<file path="src/rtl/capsense_csd_prs_gen_if.sv">
`default_nettype none
// ============================================================================
//  Module      : capsense_csd_prs_gen_if
//  Description : Control/strobe bundle between the CSD sequencer and the
//                pulse/precharge generator.
//  Revision    : 1.0 - initial release
// ============================================================================
interface capsense_csd_prs_gen_if #(
    parameter int PRESCALE_W = 8,
    parameter int LFSR_W     = 8
);
    logic                  enable;
    logic [PRESCALE_W-1:0] period;
    logic [LFSR_W-1:0]     seed;
    logic                  seed_load;
    logic                  pulse;
    logic                  prech;
    logic                  running;

    modport master (
        output enable, period, seed, seed_load,
        input  pulse, prech, running
    );

    modport slave (
        input  enable, period, seed, seed_load,
        output pulse, prech, running
    );
endinterface
`default_nettype wire

</file>
<file path="src/rtl/capsense_csd_prs_gen.sv">
`default_nettype none
// ============================================================================
//  Module      : capsense_csd_prs_gen
//  Description : Prescaled one-cycle pulse strobe for the CSD measurement
//                channel plus sensor precharge drive. With the macro
//                CAPSENSE_PRS_SPREAD_EN defined, prech follows a Galois LFSR
//                (spread spectrum); otherwise prech is a divided square wave
//                and the LFSR is not built.
//  Revision    : 1.0 - initial release
// ============================================================================
module capsense_csd_prs_gen #(
    parameter int PRESCALE_W = 8,
    parameter int LFSR_W     = 8    // 8 or 16
) (
    input  wire                   op_clock,
    input  wire                   reset,
    capsense_csd_prs_gen_if.slave bus
);

    typedef enum logic [0:0] {
        ST_IDLE = 1'b0,
        ST_RUN  = 1'b1
    } state_t;

    state_t                r_state;
    logic [PRESCALE_W-1:0] r_cnt;
    logic                  r_pulse;
    logic                  r_prech;
    logic                  r_running;

    logic                  w_advance;
    logic                  w_prech_adv;

    // A strobe (and LFSR step) happens only on a terminal count in RUN that
    // is neither cancelled by a disable nor overridden by a seed load.
    assign w_advance = (r_state == ST_RUN) && bus.enable && !bus.seed_load &&
                       (r_cnt == '0);

`ifdef CAPSENSE_PRS_SPREAD_EN
    localparam logic [LFSR_W-1:0] c_TAPS = (LFSR_W == 16) ? LFSR_W'(16'hB400)
                                                           : LFSR_W'(8'hB8);

    logic [LFSR_W-1:0] r_lfsr;
    logic [LFSR_W-1:0] w_lfsr_next;
    logic [LFSR_W-1:0] w_seed_val;

    assign w_lfsr_next = (r_lfsr >> 1) ^ (r_lfsr[0] ? c_TAPS : '0);
    // An all-zero seed would lock the LFSR, so it is replaced by 1.
    assign w_seed_val  = (bus.seed == '0) ? LFSR_W'(1) : bus.seed;
    assign w_prech_adv = w_lfsr_next[0];

    // LFSR: seeded on request, stepped once per strobe, held otherwise so the
    // sequence resumes where it left off after a disable.
    always_ff @(posedge op_clock) begin
        if (reset) begin
            r_lfsr <= LFSR_W'(1);
        end else if (bus.seed_load) begin
            r_lfsr <= w_seed_val;
        end else if (w_advance) begin
            r_lfsr <= w_lfsr_next;
        end
    end
`else
    // Plain divider: precharge toggles on every strobe.
    assign w_prech_adv = ~r_prech;
`endif

    // Sequencer: prescaler down-counter, state and all registered outputs.
    always_ff @(posedge op_clock) begin
        if (reset) begin
            r_state   <= ST_IDLE;
            r_cnt     <= '0;
            r_pulse   <= 1'b0;
            r_prech   <= 1'b0;
            r_running <= 1'b0;
        end else if (bus.seed_load) begin
            // Restart the prescaler without touching the state.
            r_cnt     <= bus.period;
            r_pulse   <= 1'b0;
            r_running <= (r_state == ST_RUN);
            if (r_state == ST_IDLE) begin
                r_prech <= 1'b0;
            end
        end else begin
            case (r_state)
                ST_IDLE: begin
                    r_cnt     <= bus.period;
                    r_pulse   <= 1'b0;
                    r_prech   <= 1'b0;
                    r_running <= 1'b0;
                    if (bus.enable) begin
                        r_state <= ST_RUN;
                    end
                end
                ST_RUN: begin
                    if (!bus.enable) begin
                        // Disable wins over a coincident reload.
                        r_state   <= ST_IDLE;
                        r_pulse   <= 1'b0;
                        r_prech   <= 1'b0;
                        r_running <= 1'b0;
                    end else begin
                        r_running <= 1'b1;
                        if (w_advance) begin
                            r_cnt   <= bus.period;
                            r_pulse <= 1'b1;
                            r_prech <= w_prech_adv;
                        end else begin
                            r_cnt   <= r_cnt - PRESCALE_W'(1);
                            r_pulse <= 1'b0;
                        end
                    end
                end
                default: begin
                    r_state <= ST_IDLE;
                end
            endcase
        end
    end

    assign bus.pulse   = r_pulse;
    assign bus.prech   = r_prech;
    assign bus.running = r_running;

endmodule
`default_nettype wire
</file>
<file path="src/flat_wrapper.sv">
// flat-port wrapper written by rule: the top's interface ports become plain ports
module capsense_csd_prs_gen_flat 
#(
    parameter int PRESCALE_W = 8,
    parameter int LFSR_W     = 8              
)
  (op_clock, reset, bus_enable, bus_period, bus_seed, bus_seed_load, bus_pulse, bus_prech, bus_running);
  capsense_csd_prs_gen_if #(.PRESCALE_W(PRESCALE_W), .LFSR_W(LFSR_W)) bus_i ();
  input  wire op_clock;
  input  wire reset;
  input wire logic [$bits(bus_i.enable)-1:0] bus_enable;
  input wire logic [$bits(bus_i.period)-1:0] bus_period;
  input wire logic [$bits(bus_i.seed)-1:0] bus_seed;
  input wire logic [$bits(bus_i.seed_load)-1:0] bus_seed_load;
  output wire logic [$bits(bus_i.pulse)-1:0] bus_pulse;
  output wire logic [$bits(bus_i.prech)-1:0] bus_prech;
  output wire logic [$bits(bus_i.running)-1:0] bus_running;
  assign bus_i.enable = bus_enable;
  assign bus_i.period = bus_period;
  assign bus_i.seed = bus_seed;
  assign bus_i.seed_load = bus_seed_load;
  assign bus_pulse = bus_i.pulse;
  assign bus_prech = bus_i.prech;
  assign bus_running = bus_i.running;
  capsense_csd_prs_gen #(.PRESCALE_W(PRESCALE_W), .LFSR_W(LFSR_W)) u_core (.op_clock(op_clock), .reset(reset), .bus(bus_i));
endmodule
</file>
<file path="config.mk">
export PLATFORM = sky130hd
export DESIGN_NAME = capsense_csd_prs_gen_flat
export DESIGN_NICKNAME = d
export VERILOG_FILES = /design/src/rtl/capsense_csd_prs_gen_if.sv /design/src/rtl/capsense_csd_prs_gen.sv /design/src/flat_wrapper.sv
export SDC_FILE = /design/constraint.sdc
export NUM_CORES = 1
export LEC_CHECK = 0
export BUFFER_PORTS_ARGS = -buffer_cell sky130_fd_sc_hd__buf_2
export CORE_ASPECT_RATIO = 1.25
export CORE_MARGIN = 5
export CORE_UTILIZATION = 36
export DETAILED_ROUTE_END_ITERATION = 16
export GPL_ROUTABILITY_DRIVEN = 0
export PLACE_DENSITY = 0.62
export REMOVE_ABC_BUFFERS = 1
export SYNTH_ARGS = -nofsm -noshare
export SYNTH_HDL_FRONTEND = slang
export SYNTH_SLANG_ARGS = --single-unit
</file>
<file path="constraint.sdc">
create_clock -name op_clock -period 2.33 [get_ports op_clock]
set_clock_uncertainty 0.05 [all_clocks]
set_input_delay 0.699 -clock op_clock [delete_from_list [all_inputs] [get_ports op_clock]]
set_output_delay 0.699 -clock op_clock [all_outputs]
set_load 0.1 [all_outputs]
</file>
==> results.md, run 1 <==
* Vias in the first global route at 637
* Routing usage on met1 at between 10% and 20%
* Setup_tns at 0 ns
* Die Y at around 60 µm
* Worst R2R Path Depth at 7
* Share of layout cells above drive strength 1 at 27.7%
* Antenna Nets Post-Route at 0
* CP Cell Sequence: inv_1 > ha_1 > or4b_4 > o31ai_4 > buf_4 > mux2i_1 > a211oi_2
* Clock transition at path regs at 0.07 ns
* EDFF count, synth at 0
* Endpoint of the lowest-slack register-to-register path: u_core.r_cnt[1]
* Final slew viol count at 0
* Clock tree buffer depth at 2
* Top-area cell type share of the netlist area at 33.7%
* Crit. Startpoint: u_core.r_cnt[0]
* Reg2reg setup slack at 0.22 ns
* Avg Inst Size Synth at 8.70 µm²
* I/O pin cnt at 23
* WL final at 1680 µm
* GR Util met3 at around 1.7%
* Switching share of power at ~30%
* CP Launch Type: flip-flop
* Root Driver: clkbuf_4
* First DRT Iteration DRCs at 12
* Initial core utilization at 36.8%
* Worst VDD drop at between 0.2 and 0.25 mV
* DIE AREA at around 3000 µm²
* Hold path startpoint: u_core.bus.prech
* Slew HR at 67.9%
* Area grow syn2layout at 18.6%
* Post-Synthesis Cells at 82
* Slowest CP cell: or4b_4
* P_int at between 0.0003 and 0.0004 W
* Seq. cell area at approximately 240 µm²
* Hold Fails Final Rpt at 0
* Unrepaired setup endpoints after global routing: false
* Placed cells at ~120
* Worst path max stage delay at 0.51 ns
* CTS hold repair buffers at 0
* Most frequent cell after synthesis: dfxtp_1
* Top post-synthesis cells by area: dfxtp_1, nor2_1, mux2i_1
* Antenna cells at 0
* Syn Std Cell Area at ~710 µm²
* Yosys cell types at 35
* Core area at 1940 µm²
* Worst endpoint required time at approximately 2.4 ns
* Router iterations before antenna repair at 4
* DRC viols at 0
* NetSw at 0.000134 W
* Final Instance Count excl. Fillers at 121
* Sink Count at 12
* Crit end category: flip-flop
* Cell Pwr Density at 536 nW/µm²
* Pre-CTS setup slack at 0.124 ns
* Yosys Warn Count at 0
* CTS resizes at 0
* Seq/Total Area, Yosys at about a third
* GRT Overall Usage at 12.6%
* Area of the multi-input gates at 439 µm²
* Via-to-Cell Ratio at ~5.6
* Final setup margin at 0.216 ns
* Fin crit period at about 2.1 ns
* PortBufs at 14
* Crit path max fanout at 10
* Status: finished, final reports clean
* First-pass GRT wire length at 2880 µm
* Fillcell total at 214
* Min-delay worst type: flip-flop to flip-flop
* Part of the power in combinational logic at 21.5%
* Post-synth top cells: dfxtp_1, nor2_1, nand2_1
* Critical Path End: u_core.r_cnt[1]
* Cell row count at 18
* CP arrival at 2.21 ns
* Worst R2R Start: u_core.r_cnt[0]
* Synth area leader: dfxtp_1
* Clock latency on the worst-skew pair at 0.27 ns
* DR WL/cell at 13.9 µm
* Total grt overflow at 0
* Die Wd at 49.8 µm
* H-tree Lvls at 1
* Vias after detailed routing at 682
* Max-cap viol count at 0
* Predominant post-synthesis flop cell: dfxtp_1
* Pin slew with the least headroom to its limit at 0.485 ns
* Post-synth ARST share at 0%
* Final Cycle Share at slightly above 90%
* Met2 GRT Util at 21.3%
* HPWL Detailed at 1300 µm
* Post-CTS Setup Bufs at 0
* Static Leak at 0.359 nW
* Antenna violations before repair at 0
* Seq pwr share at 50.8%
* Crit Path Category: flip-flop to flip-flop
* Num CTS Buffers at 3
* Nets@finish at around 130
* Largest net degree at the start of global routing at 11
* CTS tree: yes
* Seq cells post-synth at 12
* Final setup fails at 0
* Achievable Freq at 473 MHz
* Clock power frac at between 20 and 30%
* Gr busiest metal: met2
layer usage:
metal	wire length (µm)	vias to the layer above
met5	0	-
met4	36	0
met3	43	4
met2	851	12
met1	746	316
li1	-	350
stage by stage:
step,util (%),hold slack [ns],power [W],instance area [µm²]
floorplan,-,0.416,0.000297,698
global placement,42.5,0.427,0.000330,823
detailed placement,42.5,0.438,0.000332,823
CTS,43.7,0.448,0.000460,846
global route,43.7,0.472,0.000485,846
finish,43.7,0.439,0.000454,846
critical path, delay by kind of cell (launching register included):
| kind | cells | cell delay, ns |
|---|---|---|
| AND/OR/NAND/NOR | 1 | 0.51 |
| flip-flops | 1 | 0.37 |
| buffers and inverters | 2 | 0.32 |
| AO/OA/AOI/OAI | 2 | 0.32 |
| multiplexers | 1 | 0.23 |
| adder cells (fa/ha/maj) | 1 | 0.19 |
power by group through the flow:
stage	logic (W)	registers, W	clock network, W
2_1_floorplan	0.0000595	0.000237	0
3_3_place_gp	0.0000957	0.000234	0
3_5_place_dp	0.0000970	0.000235	0
4_1_cts	0.0000974	0.000230	0.000133
5_1_grt	0.000110	0.000233	0.000143
6_report	0.0000976	0.000230	0.000126
placed cells by master, fill, tap and decap left out, drive strengths merged, types with 3 or more instances in the layout:
cell    count
buf        18
dfxtp      12
nor2        9
nand2       8
inv         5
nand3       4
a31oi       3
a21oi       3
mux2i       3
clkbuf      3
area by class of cell:
class	count	area share, %
Multi-Input combinational cell	63	51.9
Sequential cell	12	28.4
Timing Repair Buffer	18	11.8
Clock buffer	3	2.66
Inverter	5	2.22
Tap cell	20	2.96
kinds of logic (layout without fill, tap and decap cells):
logic type / Yosys count / in the layout / share of synthesized area (%)
DFF: 12 / 12 / 33.7
AOI/OAI and AO/OA: 19 / 19 / 21.2
and+or+nand+nor: 37 / 37 / 29.8
buffers and inverters: 7 / 26 / 4.74
muxes: 4 / 4 / 5.79
adders and majority gates: 2 / 2 / 3.51
xor gates and xnor gates: 1 / 1 / 1.23
flip-flops by register name, summed over array words and instances (netlist names):
register / flops
u_core.r_cnt: 8
u_core.bus.running: 1
u_core.bus.prech: 1
u_core.bus.pulse: 1
u_core.r_state: 1
worst min-delay path by stage:
stage	end	slack, ns	cells after the start
6_report	u_core.bus.prech	0.44	2
4_1_cts	u_core.bus.prech	0.45	2
2_1_floorplan	u_core.bus.prech	0.42	2
5_1_grt	u_core.bus.prech	0.47	2
3_3_place_gp	u_core.bus.prech	0.43	2
3_5_place_dp	u_core.bus.prech	0.44	2
No activity file was read; power rests on OpenSTA's default activity.
==> run 2, diff against run 1 <==
Settings changed: BUFFER_PORTS_ARGS -buffer_cell sky130_fd_sc_hd__buf_2 to -buffer_cell sky130_fd_sc_hd__clkbuf_2, CTS_BUF_LIST set to sky130_fd_sc_hd__clkbuf_4.
Clock period 2.33 ns to 2.42 ns, I/O delays scaled along.
==> run 2 against run 1 <==
Sequential cell count unchanged. Hold slack improved by 0.011 ns. Combinational power about the same. Sequential power decreased by 4%. Global-route usage about the same. Utilization increased by 0.97 points. Critical path type unchanged. Critical endpoint is now u_core.r_cnt[0]. Routed wire length increased by 2.9%. Die area unchanged.
==> results.md, run 2 (synthesis gave the netlist of run 1 again) <==
* Vias after detailed routing at 697 (was 682)
* Final Cycle Share at 91.3% (was 90.7%)
* Die Wd at 49.8 µm (unchanged)
* Seq. cell area at 240 µm² (unchanged)
* CTS hold repair buffers at 0 (unchanged)
* Clock power frac at 29.0% (was 27.7%)
* Share of layout cells above drive strength 1 at 28.8% (was 27.7%)
* Pin slew with the least headroom to its limit at 0.541 ns (was 0.485 ns)
* WL final at 1730 µm (was 1680 µm)
* DRC viols at 0 (unchanged)
* CTS resizes at 0 (unchanged)
* Final setup fails at 0 (unchanged)
* Slew HR at 64.1% (was 67.9%)
* Total grt overflow at 0 (unchanged)
* Max-cap viol count at 0 (unchanged)
* Max FFs per register at 8 (unchanged)
* P_int at 0.000312 W (was 0.000319 W)
* Clock tree buffer depth at 2 (unchanged)
* Cell Pwr Density at 520 nW/µm² (was 536 nW/µm²)
* Initial core utilization at 36.8% (unchanged)
* Leading cell type in the layout, fill and taps excluded: clkbuf_2 (was buf_2)
* Unrepaired setup endpoints after global routing: false (unchanged)
* GRT Overall Usage at 12.6% (about the same)
* Nets@finish at 127 (was 125)
* Fin crit period at 2.21 ns (was 2.11 ns)
* Antenna cells at 0 (unchanged)
* Die Y at 59.8 µm (unchanged)
* DIE AREA at 2980 µm² (unchanged)
* Fillcell total at 203 (was 214)
* Crit end category: flip-flop (unchanged)
* CTS tree: yes (unchanged)
* Router iterations before antenna repair at 4 (unchanged)
* Num CTS Buffers at 3 (unchanged)
* Worst endpoint required time at 2.56 ns (was 2.43 ns)
* Post-CTS Setup Bufs at 0 (unchanged)
* Crit Path Category: flip-flop to flip-flop (unchanged)
* Setup_tns at 0 ns (unchanged)
* Clock latency on the worst-skew pair at 0.27 ns (about the same)
* Worst VDD drop at 0.218 mV (was 0.227 mV)
* I/O pin cnt at 23 (unchanged)
* Min-delay worst type: flip-flop to flip-flop (unchanged)
* Root Driver: clkbuf_4 (unchanged)
* PortBufs at 14 (unchanged)
* DR WL/cell at 13.9 µm (about the same)
* Final slew viol count at 0 (unchanged)
* Antenna violations before repair at 0 (unchanged)
* Area of the multi-input gates at 439 µm² (unchanged)
* First-pass GRT wire length at 2960 µm (was 2880 µm)
* Crit path max fanout at 8 (was 10)
* Cell row count at 18 (unchanged)
* Switching share of power at 30.5% (was 29.6%)
* Clock transition at path regs at 0.08 ns (was 0.07 ns)
* Status: finished, final reports clean (unchanged)
* Final setup margin at 0.211 ns (was 0.216 ns)
* Area grow syn2layout at 21.2% (was 18.6%)
* Static Leak at 0.369 nW (was 0.359 nW)
* CP arrival at 2.34 ns (was 2.21 ns)
* First DRT Iteration DRCs at 12 (unchanged)
* NetSw at 0.000137 W (was 0.000134 W)
* Achievable Freq at 453 MHz (was 473 MHz)
* Largest Register: u_core.r_cnt (unchanged)
* Hold Fails Final Rpt at 0 (unchanged)
* Antenna Nets Post-Route at 0 (unchanged)
* H-tree Lvls at 1 (unchanged)
* Seq pwr share at 49.3% (was 50.8%)
* CP Launch Type: flip-flop (unchanged)
* Most frequent cells in the layout: clkbuf_2, dfxtp_1, nor2_1 (was buf_2, dfxtp_1, nor2_1)
* Vias in the first global route at 675 (was 637)
* Largest net degree at the start of global routing at 11 (unchanged)
* Sink Count at 12 (unchanged)
* HPWL Detailed at 1350 µm (was 1300 µm)
* Core area at 1940 µm² (unchanged)
* Pre-CTS setup slack at 0.106 ns (was 0.124 ns)
* Part of the power in combinational logic at 21.8% (was 21.5%)
* Via-to-Cell Ratio at 5.62 (was 5.64)
[run 2: cell types whose count changed in the layout (fill, tap and decap cells not counted)]
cell	change
buf_2	-14
buf_4	+2
clkbuf_2	+14
clkinv_1	+1
[run 2: critical path, stage by stage, from the launching register on]
cell	delay, ns
dfxtp_1	0.36
inv_1	0.10
ha_1	0.19
or4b_4	0.51
o31ai_4	0.41
buf_4	0.20
nand2_2	0.05
a311oi_1	0.25
[run 2: power by group through the flow]
| stage | Sequential, W | Combinational (W) | Clock, W |
|---|---|---|---|
| finish | 0.000221 | 0.0000979 | 0.000130 |
| global route | 0.000224 | 0.000109 | 0.000145 |
| CTS | 0.000221 | 0.0000983 | 0.000132 |
| detailed placement | 0.000226 | 0.0000976 | 0 |
| global placement | 0.000225 | 0.0000949 | 0 |
| floorplan | 0.000228 | 0.0000573 | 0 |
[run 2: routing by layer]
layer	track usage, %	part of all wire [%]	vias up
met5	0	0	-
met3	2.00	3.1	2
met4	5.62	0.23	0
met1	15.1	44	325
li1	-	-	356
met2	21.8	53	14
[run 2: path summary, 6_finish.rpt]
| check | from | to | slack [ns] | cells after the start |
|---|---|---|---|---|
| min | u_core.bus.prech | u_core.bus.prech | 0.45 | 2 |
| min reg2reg | u_core.bus.prech | u_core.bus.prech | 0.45 | 2 |
| max reg2reg | u_core.r_cnt[0] | u_core.r_cnt[0] | 0.21 | 7 |
| max | u_core.r_cnt[0] | u_core.r_cnt[0] | 0.21 | 7 |
[run 2: layout make-up]
cell class / count / share of cell area [%]
sequential: 12 / 27.8
clock buffer: 3 / 2.60
clock inverter: 1 / 0.434
tap: 20 / 2.89
multi-input combinational: 63 / 50.8
timing repair buffer: 20 / 13.3
inverter: 5 / 2.17
[run 2: stage by stage]
| step | instances | power (W) | util [%] | cell area [µm²] | hold slack (ns) |
|---|---|---|---|---|---|
| 6_report | 124 | 0.000449 | 44.6 | 865 | 0.450 |
| 5_1_grt | 124 | 0.000478 | 44.6 | 865 | 0.481 |
| 4_1_cts | 124 | 0.000452 | 44.6 | 865 | 0.462 |
| 3_5_place_dp | 120 | 0.000323 | 43.3 | 838 | 0.451 |
| 3_3_place_gp | 120 | 0.000320 | 43.3 | 838 | 0.429 |
| 2_1_floorplan | 80 | 0.000285 | - | 698 | 0.416 |
